## src/rtl/hub75_pkg.sv

```systemverilog
// Shared types and constants for the HUB75 1/16-scan panel driver: FSM state
// encoding, default geometry and the bit positions of the six colour bits in fb_data.
package hub75_pkg;

  localparam int COLS_DEF = 64;
  localparam int SCAN_DEF = 16;

  typedef enum logic [2:0] {
    ST_IDLE,
    ST_FETCH,
    ST_SHIFT_LO,
    ST_SHIFT_HI,
    ST_LATCH,
    ST_ADDR,
    ST_DISPLAY
  } state_t;

  localparam int FB_R1 = 5;
  localparam int FB_G1 = 4;
  localparam int FB_B1 = 3;
  localparam int FB_R2 = 2;
  localparam int FB_G2 = 1;
  localparam int FB_B2 = 0;

  // Address fields never collapse to zero width, even with a single plane.
  function automatic int clog2_min1(input int n);
    return (n > 1) ? $clog2(n) : 1;
  endfunction

endpackage

```

## src/rtl/hub75_on_timer.sv

```systemverilog
// Display on-time down-counter. Loading sets ON_BASE<<plane-1, so expired_o is
// first seen exactly ON_BASE<<plane cycles after the load edge; it then rests at zero.
module hub75_on_timer
  import hub75_pkg::*;
#(
  parameter int ON_BASE = 8,
  parameter int BPP     = 4,
  parameter int PW      = 1
) (
  input  logic          clk_i,
  input  logic          rst_i,
  input  logic          load_i,
  input  logic [PW-1:0] plane_i,
  output logic          expired_o
);

  localparam int TW = $clog2(ON_BASE << (BPP - 1)) + 1;
  localparam int LW = TW + 1;

  logic [TW-1:0] cnt_q, cnt_d;
  logic [LW-1:0] on_time;

  // The extra bit lets an oversized plane weight be caught instead of wrapping.
  assign on_time   = LW'(ON_BASE) << plane_i;
  assign expired_o = (cnt_q == '0);

  always_comb begin
    cnt_d = cnt_q;
    if (load_i) begin
      cnt_d = TW'(on_time - LW'(1));
    end else if (cnt_q != '0) begin
      cnt_d = cnt_q - 1'b1;
    end
  end

  always_ff @(posedge clk_i) begin
    if (rst_i) begin
      cnt_q <= '0;
    end else begin
      cnt_q <= cnt_d;
    end
    if (!rst_i && load_i) begin
      assert (on_time != '0 && on_time <= LW'(1 << TW));
    end
  end

endmodule

```

## src/rtl/hub75_scan_driver.sv

```systemverilog
// HUB75 64x32 1/16-scan driver: fetches a row pair from the framebuffer, shifts it out with SCLK,
// latches it, selects ADDR and lights the row. Define HUB75_BCM_EN for BPP-plane binary-coded modulation.
module hub75_scan_driver
  import hub75_pkg::*;
#(
  parameter int COLS    = COLS_DEF,
  parameter int SCAN    = SCAN_DEF,
  parameter int BPP     = 4,
  parameter int ON_BASE = 8,
`ifdef HUB75_BCM_EN
  localparam int NPL    = BPP,
`else
  localparam int NPL    = 1,
`endif
  localparam int PW     = clog2_min1(NPL),
  localparam int RW     = $clog2(SCAN),
  localparam int CW     = $clog2(COLS),
  localparam int AW     = PW + RW + CW
) (
  input  logic          CLK,
  input  logic          RST,
  input  logic          en,
  output logic [AW-1:0] fb_addr,
  input  logic [5:0]    fb_data,
  output logic          R1,
  output logic          G1,
  output logic          B1,
  output logic          R2,
  output logic          G2,
  output logic          B2,
  output logic [RW-1:0] ADDR,
  output logic          SCLK,
  output logic          STB,
  output logic          OEb,
  output logic          frame_done
);

  state_t        state_q;
  logic [CW-1:0] col_q;
  logic [RW-1:0] row_q, addr_q;
  logic [PW-1:0] plane_q, timer_plane;
  logic [5:0]    rgb_q;
  logic          sclk_q, stb_q, oeb_q, frame_done_q;
  logic          timer_exp, last_plane, last_row;

  assign last_plane = (plane_q == PW'(NPL - 1));
  assign last_row   = (row_q == RW'(SCAN - 1));

`ifdef HUB75_BCM_EN
  assign fb_addr     = {plane_q, row_q, col_q};
  assign timer_plane = plane_q;
`else
  assign fb_addr     = {{PW{1'b0}}, row_q, col_q};
  assign timer_plane = '0;
`endif

  hub75_on_timer #(
    .ON_BASE (ON_BASE),
    .BPP     (BPP),
    .PW      (PW)
  ) u_on_timer (
    .clk_i     (CLK),
    .rst_i     (RST),
    .load_i    (state_q == ST_ADDR),
    .plane_i   (timer_plane),
    .expired_o (timer_exp)
  );

  always_ff @(posedge CLK) begin
    if (RST) begin
      state_q      <= ST_IDLE;
      col_q        <= '0;
      row_q        <= '0;
      plane_q      <= '0;
      addr_q       <= '0;
      rgb_q        <= '0;
      sclk_q       <= 1'b0;
      stb_q        <= 1'b0;
      oeb_q        <= 1'b1;
      frame_done_q <= 1'b0;
    end else begin
      stb_q        <= 1'b0;
      frame_done_q <= 1'b0;
      case (state_q)
        ST_IDLE: begin
          if (en) state_q <= ST_FETCH;
        end
        ST_FETCH: state_q <= ST_SHIFT_LO;
        // Read data for the current column arrives now; the address already moves on.
        ST_SHIFT_LO: begin
          rgb_q   <= fb_data;
          col_q   <= col_q + 1'b1;
          sclk_q  <= 1'b1;
          state_q <= ST_SHIFT_HI;
        end
        ST_SHIFT_HI: begin
          sclk_q <= 1'b0;
          // Column address wrapped to zero: the last column was just clocked.
          if (col_q == '0) begin
            stb_q   <= 1'b1;
            state_q <= ST_LATCH;
          end else begin
            state_q <= ST_SHIFT_LO;
          end
        end
        ST_LATCH: begin
          addr_q  <= row_q;
          state_q <= ST_ADDR;
        end
        ST_ADDR: begin
          oeb_q   <= 1'b0;
          state_q <= ST_DISPLAY;
        end
        ST_DISPLAY: begin
          if (timer_exp) begin
            oeb_q <= 1'b1;
            if (last_plane) begin
              plane_q      <= '0;
              row_q        <= last_row ? '0 : row_q + 1'b1;
              frame_done_q <= last_row;
            end else begin
              plane_q <= plane_q + 1'b1;
            end
            state_q <= en ? ST_FETCH : ST_IDLE;
          end
        end
        default: state_q <= ST_IDLE;
      endcase
    end
  end

  assign R1         = rgb_q[FB_R1];
  assign G1         = rgb_q[FB_G1];
  assign B1         = rgb_q[FB_B1];
  assign R2         = rgb_q[FB_R2];
  assign G2         = rgb_q[FB_G2];
  assign B2         = rgb_q[FB_B2];
  assign ADDR       = addr_q;
  assign SCLK       = sclk_q;
  assign STB        = stb_q;
  assign OEb        = oeb_q;
  assign frame_done = frame_done_q;

endmodule
```

## config.mk

```make
export PLATFORM = sky130hd
export DESIGN_NAME = hub75_scan_driver
export DESIGN_NICKNAME = d
export VERILOG_FILES = /design/src/rtl/hub75_pkg.sv /design/src/rtl/hub75_on_timer.sv /design/src/rtl/hub75_scan_driver.sv
export SDC_FILE = /design/constraint.sdc
export NUM_CORES = 1
export LEC_CHECK = 0
export ABC_CLOCK_PERIOD_IN_PS = 2900
export BUFFER_PORTS_ARGS = -buffer_cell sky130_fd_sc_hd__buf_2
export CAP_MARGIN = 20
export CORE_MARGIN = 3
export CORE_UTILIZATION = 56
export DETAILED_ROUTE_END_ITERATION = 6
export GPL_TIMING_DRIVEN = 0
export PLACE_DENSITY = 0.9
export SLEW_MARGIN = 20
export SYNTH_ARGS = -nofsm -noshare
export SYNTH_HDL_FRONTEND = slang
export SYNTH_SLANG_ARGS = --single-unit
```

## constraint.sdc

```tcl
create_clock -name CLK -period 2.9 [get_ports CLK]
set_input_delay 0.145 -clock CLK [delete_from_list [all_inputs] [get_ports CLK]]
set_output_delay 0.145 -clock CLK [all_outputs]
set_load 0.01 [all_outputs]
```

==> qor.txt, run 1 <==
outcome: completed
Final Slew Violations: 0
Synth Flop Type: dfxtp_1
#FFs+latches synth: 34
Worst EP arrival: 2.04 ns
Row Count: 17
WS Path Type: reg -> reg
Critical-path top delay cell: or3b_1
commonest cells after routing, fill and taps aside: 34 x dfxtp_1, 34 x buf_2, 25 x nand2_1, 20 x nor2_1, 14 x a21oi_1
cell breakdown of the critical path: inv_1 -> ha_1 -> nor4b_4 -> nand3_4 -> or3b_1 -> a21oi_2
Hold Buf Count CTS: 0
GPL Wtd Cong: 0.807
DR WL/cell: 13.3 um
total vias in the final route: 1285
max-cap violations: 0
Net Count, Synth: 180
die area: 3260 um2
clk sink count: 34
Worst slew margin: 63.1%
DRT iter0 DRCs: 49
Fin Setup TNS: 0 ns
Multi-input gate area: 724 um2
kind of end point of the critical path: flop
Bufs on Longest Clock Path: 2
vias in the first global route: 1225
CTS tree: done
CTS buffer count: 5
Initial Util: 62.6%
fillers: 176
DR pass1 iterations: 4
Die Y: 57.1 um
port bufs: 32
setup bufs post-CTS: 0
first-pass GRT wire length: 5.18 mm
count of flip-flops with a built-in enable after synthesis: 0
worst reg-to-reg setup slack: 1.14 ns
antenna cells: 0
drt via density: 5.49
sequential element share of the synthesized area: 46.5%
gr ovfl total: 0
# DRC: 0
Power Dens Cells: 772 nW/um2
delay-heaviest family, CP: simple AND/OR/NAND/NOR gates
synthesized instance count: 166
pin count of the biggest net entering global routing: 11
Core ar.: 2340 um2
startpoint types: flop
Clock Latency Late Sink: 0.35 ns
Reg area: 681 um2
H-tree levels: 2
CTS root buffer: clkbuf_4
routed wire length: 3.11 mm
FMAX: 568 MHz
CP max FO: 7
Final setup viols: 0
Total Nets Final: 219
min cycle time layout: 1.76 ns
crit path buf inv count: 1
hpwl dp: 2.25 mm
HP Class: in -> reg
RSZ-0062 raised after global routing: false
Critical Path Max Stage Delay: 0.41 ns
number of routed nets with antenna violations: 0
initial antenna violation count: 0
CTS clk-pin slew, worst paths: 0.11 ns
Worst Path Required: 3.18 ns
Fin. Hold Viols: 0
post-CTS resize count: 0
Distinct cells, synth: 36
Area growth syn-to-layout: 18.5%
Leak Pwr: 0.769 nW
io pins: 34
Synth Warn #: 0
fraction of layout cells with a size suffix above 1: 23.3%
Final Cycle Share: 60.7%
die width: 57.1 um
Peak VDD IR: 522 uV
Fin Clk Skew: 0.0159 ns
gr usage total: 20.3%
post-layout util: 74.1%
Mean Syn Cell Area: 8.82 um2
post-synthesis async set-or-reset flop share: 0%
mapped cell area: 1460 um2
Worst-Margin Slew: 0.554 ns
-- tightest hold or removal path: cells and delay by family --
kind | cells | cell delay (ns)
AO/OA/AOI/OAI | 1 | 0.05
buffers and inverters | 1 | 0.09
AND/OR/NAND/NOR | 1 | 0.04
-- flip-flops by register name, summed over array words and instances, names as in the netlist --
name and flops:
ADDR 4, OEb 1, SCLK 1, STB 1, col_q 6, frame_done 1
rgb_q 6, row_q 4, state_q 3, u_on_timer.cnt_q 7
-- kinds of logic (layout without fill, tap and decap cells) --
kind of cell               after synthesis  after routing  synth area share, %
AOI/OAI and AO/OA                       22             22                 8.97
xor gates and xnor gates                 9              9                 5.38
adders and majority gates                5              5                 4.27
buffers and inverters                   14             54                 4.02
DFF                                     34             34                 46.5
muxes                                    6              6                 4.10
other                                    1              1                0.256
and+or+nand+nor                         75             75                 26.5
-- synthesized netlist by cell type (2+ instances only) --
library cell  instances  share of area [%]
dfxtp_1              34                 46
nand3_1               5                1.7
a21oi_1              14                4.8
and3_1                2               0.85
nor2_1               20                5.1
clkbuf_1              4                1.0
xnor2_1               3                1.8
ha_1                  5                4.3
nor4_1                2               0.85
xor2_1                6                3.6
nor3_1                4                1.4
inv_1                 7                1.8
buf_2                 2               0.68
nand2_1              25                6.4
nand4_1               3                1.3
mux2i_1               6                4.1
or2_2                 2               0.85
a31oi_1               2               0.85
nand2b_1              3                1.3
-- metrics by stage --
stage	area [um2]	cells	power, mW	hold slack, ns	setup slack [ns]
floorplan	1460	166	0.911	0.281	1.36
global placement	1660	226	0.971	0.386	1.25
detailed placement	1660	226	1.00	0.390	1.19
CTS	1730	234	1.34	0.0223	1.16
global route	1730	234	1.42	0.0193	1.08
finish	1730	234	1.34	0.0284	1.14
-- report_power, final --
group	internal, mW	total (mW)	switching [mW]
Sequential	0.529	0.595	0.0664
Clock	0.183	0.345	0.162
Combinational	0.176	0.399	0.223
-- path summary, 6_finish.rpt --
path	start	to	depth (start not counted)
setup reg to reg	u_on_timer.cnt_q[1]	row_q[0]	6
hold reg to reg	rgb_q[3]	rgb_q[3]	2
hold / removal	fb_data[5]	rgb_q[5]	3
setup / recovery	u_on_timer.cnt_q[1]	row_q[0]	6
-- per-layer routing --
layer  share of wire, %  global-route usage [%]  vias up
met2                 51                    35.1       36
li1                   -                       -      642
met5                  0                       0        -
met4                2.4                    12.6        0
met1                 42                    22.2      599
met3                4.9                    4.98        8
-- final cells by class --
class / instances / area share, %
multi-input cells: 118 / 41.8
flip-flops and latches: 34 / 39.2
repair buffers: 32 / 9.24
clock buffers: 7 / 2.60
well taps: 28 / 2.02
plain buffers: 7 / 1.88
clock inverters: 1 / 1.73
inverters: 7 / 1.52
Note: power is estimated with default switching activity, not from simulation.
==> inputs of run 2 (changes only) <==
Settings changed: ABC_AREA from default to 1, ABC_CLOCK_PERIOD_IN_PS 2900 to 1700, CORE_UTILIZATION 56 to 53, PLACE_DENSITY 0.9 to 0.85.
Clock period 2.9 ns to 1.7 ns, I/O delays scaled along.
==> run 2 against run 1 <==
  * Clock power is 66% higher
  * Largest cell class unchanged
  * Critical path type unchanged
  * Fmax is 23% higher
  * Die area is 10% higher
  * Power is 76% higher
  * Largest power group unchanged
  * Clock skew is 0.0065 ns lower
  * Critical path depth is 2 higher
  * Highest routed layer unchanged
  * Hold slack worse by 0.023 ns
==> qor.txt, run 2 <==
CTS tree: done
max reg flops: 7 (unchanged)
Fin Clk Skew: 0.00942 ns (-0.00646 ns)
CP dominant cell by count: inv_1
Sequential Power Share: 42.8% (-1.6 points)
Critical Path Max Stage Delay: 0.32 ns (-0.09 ns)
Yosys top cell by area: dfxtp_1
CTS buffer count: 5 (unchanged)
Fin. Hold Viols: 0 (unchanged)
routed wire length: 3.18 mm (+2.4%)
Total Nets Final: 261 (+19%)
min cycle time layout: 1.43 ns (-0.333 ns)
Bufs on Longest Clock Path: 2 (unchanged)
max-cap violations: 0 (unchanged)
gr ovfl total: 0 (unchanged)
first-pass GRT wire length: 5.13 mm (-0.93%)
H-tree levels: 2 (unchanged)
# DRC: 0 (unchanged)
post-synthesis async set-or-reset flop share: 0% (unchanged)
vias in the first global route: 1185 (-3.3%)
pin count of the biggest net entering global routing: 11 (unchanged)
Critical-path top delay cell: dfxtp_1
switching power: 0.823 mW (+82%)
port bufs: 32 (unchanged)
outcome: completed
count leader, synth: nand2_1
commonest cells after routing, fill and taps aside: 44 x nand2_1, 34 x dfxtp_1, 33 x buf_2, 26 x nor2_1, 18 x inv_1
final cell count without fillers: 278 (+19%)
gr usage total: 19.4% (-0.91 points)
#FFs+latches synth: 34 (unchanged)
Distinct cells, synth: 26 (-28%)
Synth Warn #: 0 (unchanged)
HP Class: in -> reg
total vias in the final route: 1394 (+8.5%)
Worst EP arrival: 1.70 ns (-0.34 ns)
CTS root buffer: clkbuf_4
Fin Setup TNS: 0 ns (unchanged)
cell breakdown of the critical path: inv_1 -> ha_1 -> inv_1 -> nor2_1 -> nand3_4 -> nand2_1 -> o21ai_0 -> nor3_1
hpwl dp: 2.27 mm (+0.76%)
Peak VDD IR: 1670 uV (+220%)
Die Y: 60.0 um (+5.0%)
fin area: 1880 um2 (+8.4%)
Mean Syn Cell Area: 7.66 um2 (-13%)
Synth Flop Type: dfxtp_1
Initial Util: 59.2% (-3.4 points)
Final Slew Violations: 0 (unchanged)
initial antenna violation count: 0 (unchanged)
Power Dens Cells: 1250 nW/um2 (+62%)
setup bufs post-CTS: 0 (unchanged)
metal2 WL: 1.54 mm (-2.7%)
fillers: 227 (+29%)
drt via density: 5.01 (-8.7%)
Leak Pwr: 0.897 nW (+17%)
post-CTS resize count: 0 (unchanged)
Internal Power: 1.53 mW (+73%)
Final setup viols: 0 (unchanged)
CTS clk-pin slew, worst paths: 0.10 ns (about the same)
clock power share: 24.3% (-1.4 points)
biggest registers after layout: u_on_timer.cnt_q x7, col_q x6, rgb_q x6
top cells by count, synth: 44 x nand2_1, 34 x dfxtp_1, 26 x nor2_1, 18 x inv_1, 17 x a21oi_1
antenna cells: 0 (unchanged)
Area growth syn-to-layout: 21.5%
WS Path Type: reg -> reg
Row Count: 18 (+1)
Hold Buf Count CTS: 6 (+6)
fraction of layout cells with a size suffix above 1: 23.4% (+0.086 points)
Most flops, register: u_on_timer.cnt_q
Power Total: 2.36 mW (+76%)
Core ar.: 2610 um2 (+12%)
io pins: 34 (unchanged)
Combinational Power Share: 32.9% (+3.1 points)
kind of end point of the critical path: flop
DRT iter0 DRCs: 47 (-4.1%)
count of flip-flops with a built-in enable after synthesis: 0 (unchanged)
Worst Path Required: 1.97 ns (-1.21 ns)
GPL Wtd Cong: 0.771 (-4.5%)
Hold Worst Slack: 0.00514 ns (-0.0232 ns)
startpoint types: flop
DR pass1 iterations: 4 (unchanged)
CP max FO: 7 (unchanged)
Placed Cells: 264 (+17%)
die width: 60.0 um (+5.0%)
sequential element share of the synthesized area: 44.0% (-2.5 points)
Final Cycle Share: 84.0% (+23 points)
Placed Instance Area: 1740 um2 (+5.1%)
Net Count, Synth: 216 (+20%)
WL met1: 1.40 mm (+7.5%)
die area: 3600 um2 (+10%)
mapped cell area: 1550 um2 (+5.6%)
RSZ-0062 raised after global routing: false
DR top layer: met4
Sw Ratio: 34.9% (+1.2 points)
Clock Latency Late Sink: 0.34 ns (about the same)
Synth top area share: 44.0% (-2.5 points)
synthesized instance count: 202 (+22%)
routed wl met3: 199 um (+32%)
clk sink count: 34 (unchanged)
FMAX: 701 MHz (+23%)
number of routed nets with antenna violations: 0 (unchanged)
most common cell after layout, fill and taps aside: nand2_1
DR WL/cell: 11.5 um (-14%)
top post-synthesis cells by area: dfxtp_1 44%, nand2_1 11%, nor2_1 6.3%, a21oi_1 5.5%, nand3_1 4.5%
## run 2: metrics by stage
step	worst slack, ns	util [%]
after global placement	0.332	66.8
after global routing	0.0567	71.9
after floorplan	0.421	-
final	0.273	71.9
after CTS	0.261	71.9
after detailed placement	0.286	66.8
## run 2: per-layer routing
layer | up-vias | GRT usage (%)
li1 | 734 | -
met5 | - | 0
met4 | 0 | 7.59
met2 | 33 | 31.2
met3 | 6 | 7.56
met1 | 621 | 23.1
## run 2: logic make-up (layout without fill, tap and decap cells)
family                     Yosys count  count (layout)  share of synthesized area (%)
other                                1               1                          0.242
adders and majority gates            5               5                           4.05
AOI/OAI and AO/OA                   30              30                           10.1
and+or+nand+nor                    101             101                           31.3
xor gates and xnor gates             6               6                           3.40
DFF                                 34              34                           44.0
buffers and inverters               25              71                           6.88
## run 2: power groups by stage
stage               Combinational [mW]  Clock (mW)  Sequential (mW)
global route                     0.884       0.618             1.02
global placement                 0.741           0             1.02
detailed placement               0.765           0             1.03
CTS                              0.780       0.580             1.01
floorplan                        0.618           0             1.02
finish                           0.774       0.573             1.01
## run 2: worst paths after layout
| check | from | endpoint | slack, ns | cells after the start |
|---|---|---|---|---|
| max | u_on_timer.cnt_q[0] | state_q[0] | 0.27 | 8 |
| max reg2reg | u_on_timer.cnt_q[0] | state_q[0] | 0.27 | 8 |
| min | fb_data[0] | rgb_q[0] | 0.005 | 3 |
| min reg2reg | rgb_q[3] | rgb_q[3] | 0.47 | 2 |
## run 2: area by class of cell
class                      instances  area, um2  share of cell area (%)
clock buffer                       7       45.0                    2.40
multi-input combinational        143        759                    40.4
inverter                          21       78.8                    4.19
clock inverter                     1       30.0                    1.60
timing repair buffer              38        220                    11.7
tap                               30       37.5                    2.00
sequential                        34        681                    36.2
buffer                             4       27.5                    1.46
## run 2: worst max-delay path, delay by kind of cell (launching register included)
kind	cells	cell delay, ns
DFF	1	0.32
AOI/OAI and AO/OA	1	0.10
adders and majority gates	1	0.19
and+or+nand+nor	4	0.58
buffers and inverters	2	0.18
==> inputs of run 3 (changes only) <==
Settings changed: ABC_CLOCK_PERIOD_IN_PS 1700 to 1450.
Clock period 1.7 ns to 1.45 ns, I/O delays scaled along.
==> run 3 against run 2 <==
  * Cell area increased by 2.5%
  * Largest cell class unchanged
  * Highest routed layer unchanged
  * Register-to-register slack worse by 0.12 ns
  * Setup slack got worse by 0.12 ns
  * Wire length grew 0.69%
  * Critical path type unchanged
  * Fmax rose by 10%
==> qor.txt, run 3 (same netlist as run 2, synthesis figures left out) <==
die width: 60.0 um (unchanged)
DR WL/cell: 11.4 um (-0.38%)
# DRC: 0 (unchanged)
io pins: 34 (unchanged)
WS Path Type: reg -> reg
gr usage total: 19.4% (unchanged)
Fin Clk Skew: 0.0111 ns (+0.00168 ns)
total vias in the final route: 1419 (+1.8%)
RSZ-0062 raised after global routing: false
Area growth syn-to-layout: 24.5%
H-tree levels: 2 (unchanged)
initial antenna violation count: 0 (unchanged)
min cycle time layout: 1.30 ns (-0.132 ns)
routed wire length: 3.21 mm (+0.69%)
Power Dens Cells: 1490 nW/um2 (+19%)
Hold Worst Slack: 0.0627 ns (+0.0575 ns)
post-layout util: 73.7% (+1.8 points)
Fin. Hold Viols: 0 (unchanged)
Final Slew Violations: 0 (unchanged)
Final Cycle Share: 89.3% (+5.4 points)
routing usage on met2: 30.6% (-0.62 points)
number of routed nets with antenna violations: 0 (unchanged)
Most flops, register: u_on_timer.cnt_q
Fin Setup TNS: 0 ns (unchanged)
GPL Wtd Cong: 0.771 (unchanged)
first-pass GRT wire length: 5.15 mm (+0.41%)
Row Count: 18 (unchanged)
Worst EP arrival: 1.54 ns (-0.16 ns)
CP max FO: 7 (unchanged)
DRT iter0 DRCs: 54 (+15%)
FMAX: 772 MHz (+10%)
commonest cells after routing, fill and taps aside: 43 x nand2_1, 33 x dfxtp_1, 33 x buf_2, 24 x nor2_1, 17 x a21oi_1
kind of end point of the critical path: flop
Bufs on Longest Clock Path: 2 (unchanged)
CTS clk-pin slew, worst paths: 0.10 ns (about the same)
most common cell after layout, fill and taps aside: nand2_1
max reg flops: 7 (unchanged)
met3 Resource Use GR: 7.56% (unchanged)
startpoint types: flop
DR pass1 iterations: 4 (unchanged)
Core ar.: 2610 um2 (unchanged)
CTS buffer count: 5 (unchanged)
Total Nets Final: 264 (+1.1%)
port bufs: 32 (unchanged)
Leak Pwr: 0.911 nW (+1.5%)
CTS root buffer: clkbuf_4
HP Class: in -> reg
Initial Util: 59.2% (unchanged)
gr ovfl total: 0 (unchanged)
Power Total: 2.87 mW (+22%)
antenna cells: 0 (unchanged)
Final setup viols: 0 (unchanged)
Peak VDD IR: 1980 uV (+19%)
fraction of layout cells with a size suffix above 1: 26.7% (+3.3 points)
max-cap violations: 0 (unchanged)
pin count of the biggest net entering global routing: 11 (unchanged)
biggest registers after layout: u_on_timer.cnt_q x7, col_q x6, rgb_q x6
Clock Latency Late Sink: 0.34 ns (about the same)
gr busiest metal: met2
hpwl dp: 2.27 mm (unchanged)
clk sink count: 34 (unchanged)
routing usage on met1: 23.7% (+0.53 points)
die area: 3600 um2 (unchanged)
vias in the first global route: 1188 (+0.25%)
Worst Path Required: 1.70 ns (-0.27 ns)
CTS tree: done
Die Y: 60.0 um (unchanged)
outcome: completed
drt via density: 5.05 (+0.71%)
-- run 3: through the flow --
stage,instances,instance area (um2),worst slack (ns)
final,281,1930,0.155
after detailed placement,264,1740,0.0360
after CTS,279,1890,0.0112
after floorplan,202,1550,0.171
after global placement,264,1740,0.0817
after global routing,281,1930,0.0245
-- run 3: path summary, 6_finish.rpt --
path	from	endpoint	slack (ns)	cells after the start
hold reg to reg	rgb_q[3]	rgb_q[3]	0.47	2
hold / removal	en	state_q[0]	0.06	3
setup / recovery	u_on_timer.cnt_q[0]	row_q[0]	0.15	9
setup reg to reg	u_on_timer.cnt_q[0]	row_q[0]	0.15	9
-- run 3: cell type report --
cell class              instances  area (um2)
multi-input cells             143         779
fillers                       217         687
flip-flops and latches         34         682
repair buffers                 41         245
inverters                      21        78.8
clock buffers                   7        45.0
well taps                      30        37.5
clock inverters                 1        30.0
plain buffers                   4        27.5
-- run 3: timing repair --
action / 4_1_cts / 5_1_grt
buffers inserted: 0 / 2
hold endpoints to repair: 9 / 0
endpoints found under the setup margin: 0 / 11
resized for setup: 0 / 9
hold buffers: 7 / 0
-- run 3: metal layers --
layer / wire length [um] / up-vias / share of wire, %
met2: 1510 / 32 / 47
met3: 192 / 6 / 6.0
met5: 0 / - / 0
met4: 48 / 0 / 1.5
li1: - / 742 / -
met1: 1450 / 639 / 45
-- run 3: critical path, stage by stage (launching register included) --
cell and delay (ns):
dfxtp_1 0.33, inv_2 0.09, ha_4 0.14, inv_1 0.04, nor2_2 0.14, nand3_4 0.14, nor2_4 0.17, nand2_1 0.06
nand2_1 0.06, nor2_1 0.04
-- run 3: report_power, final --
group / switching (mW) / internal [mW] / total [mW]
combinational: 0.579 / 0.422 / 1.00
clock: 0.308 / 0.366 / 0.673
sequential: 0.128 / 1.07 / 1.20
total: 1.01 / 1.86 / 2.87
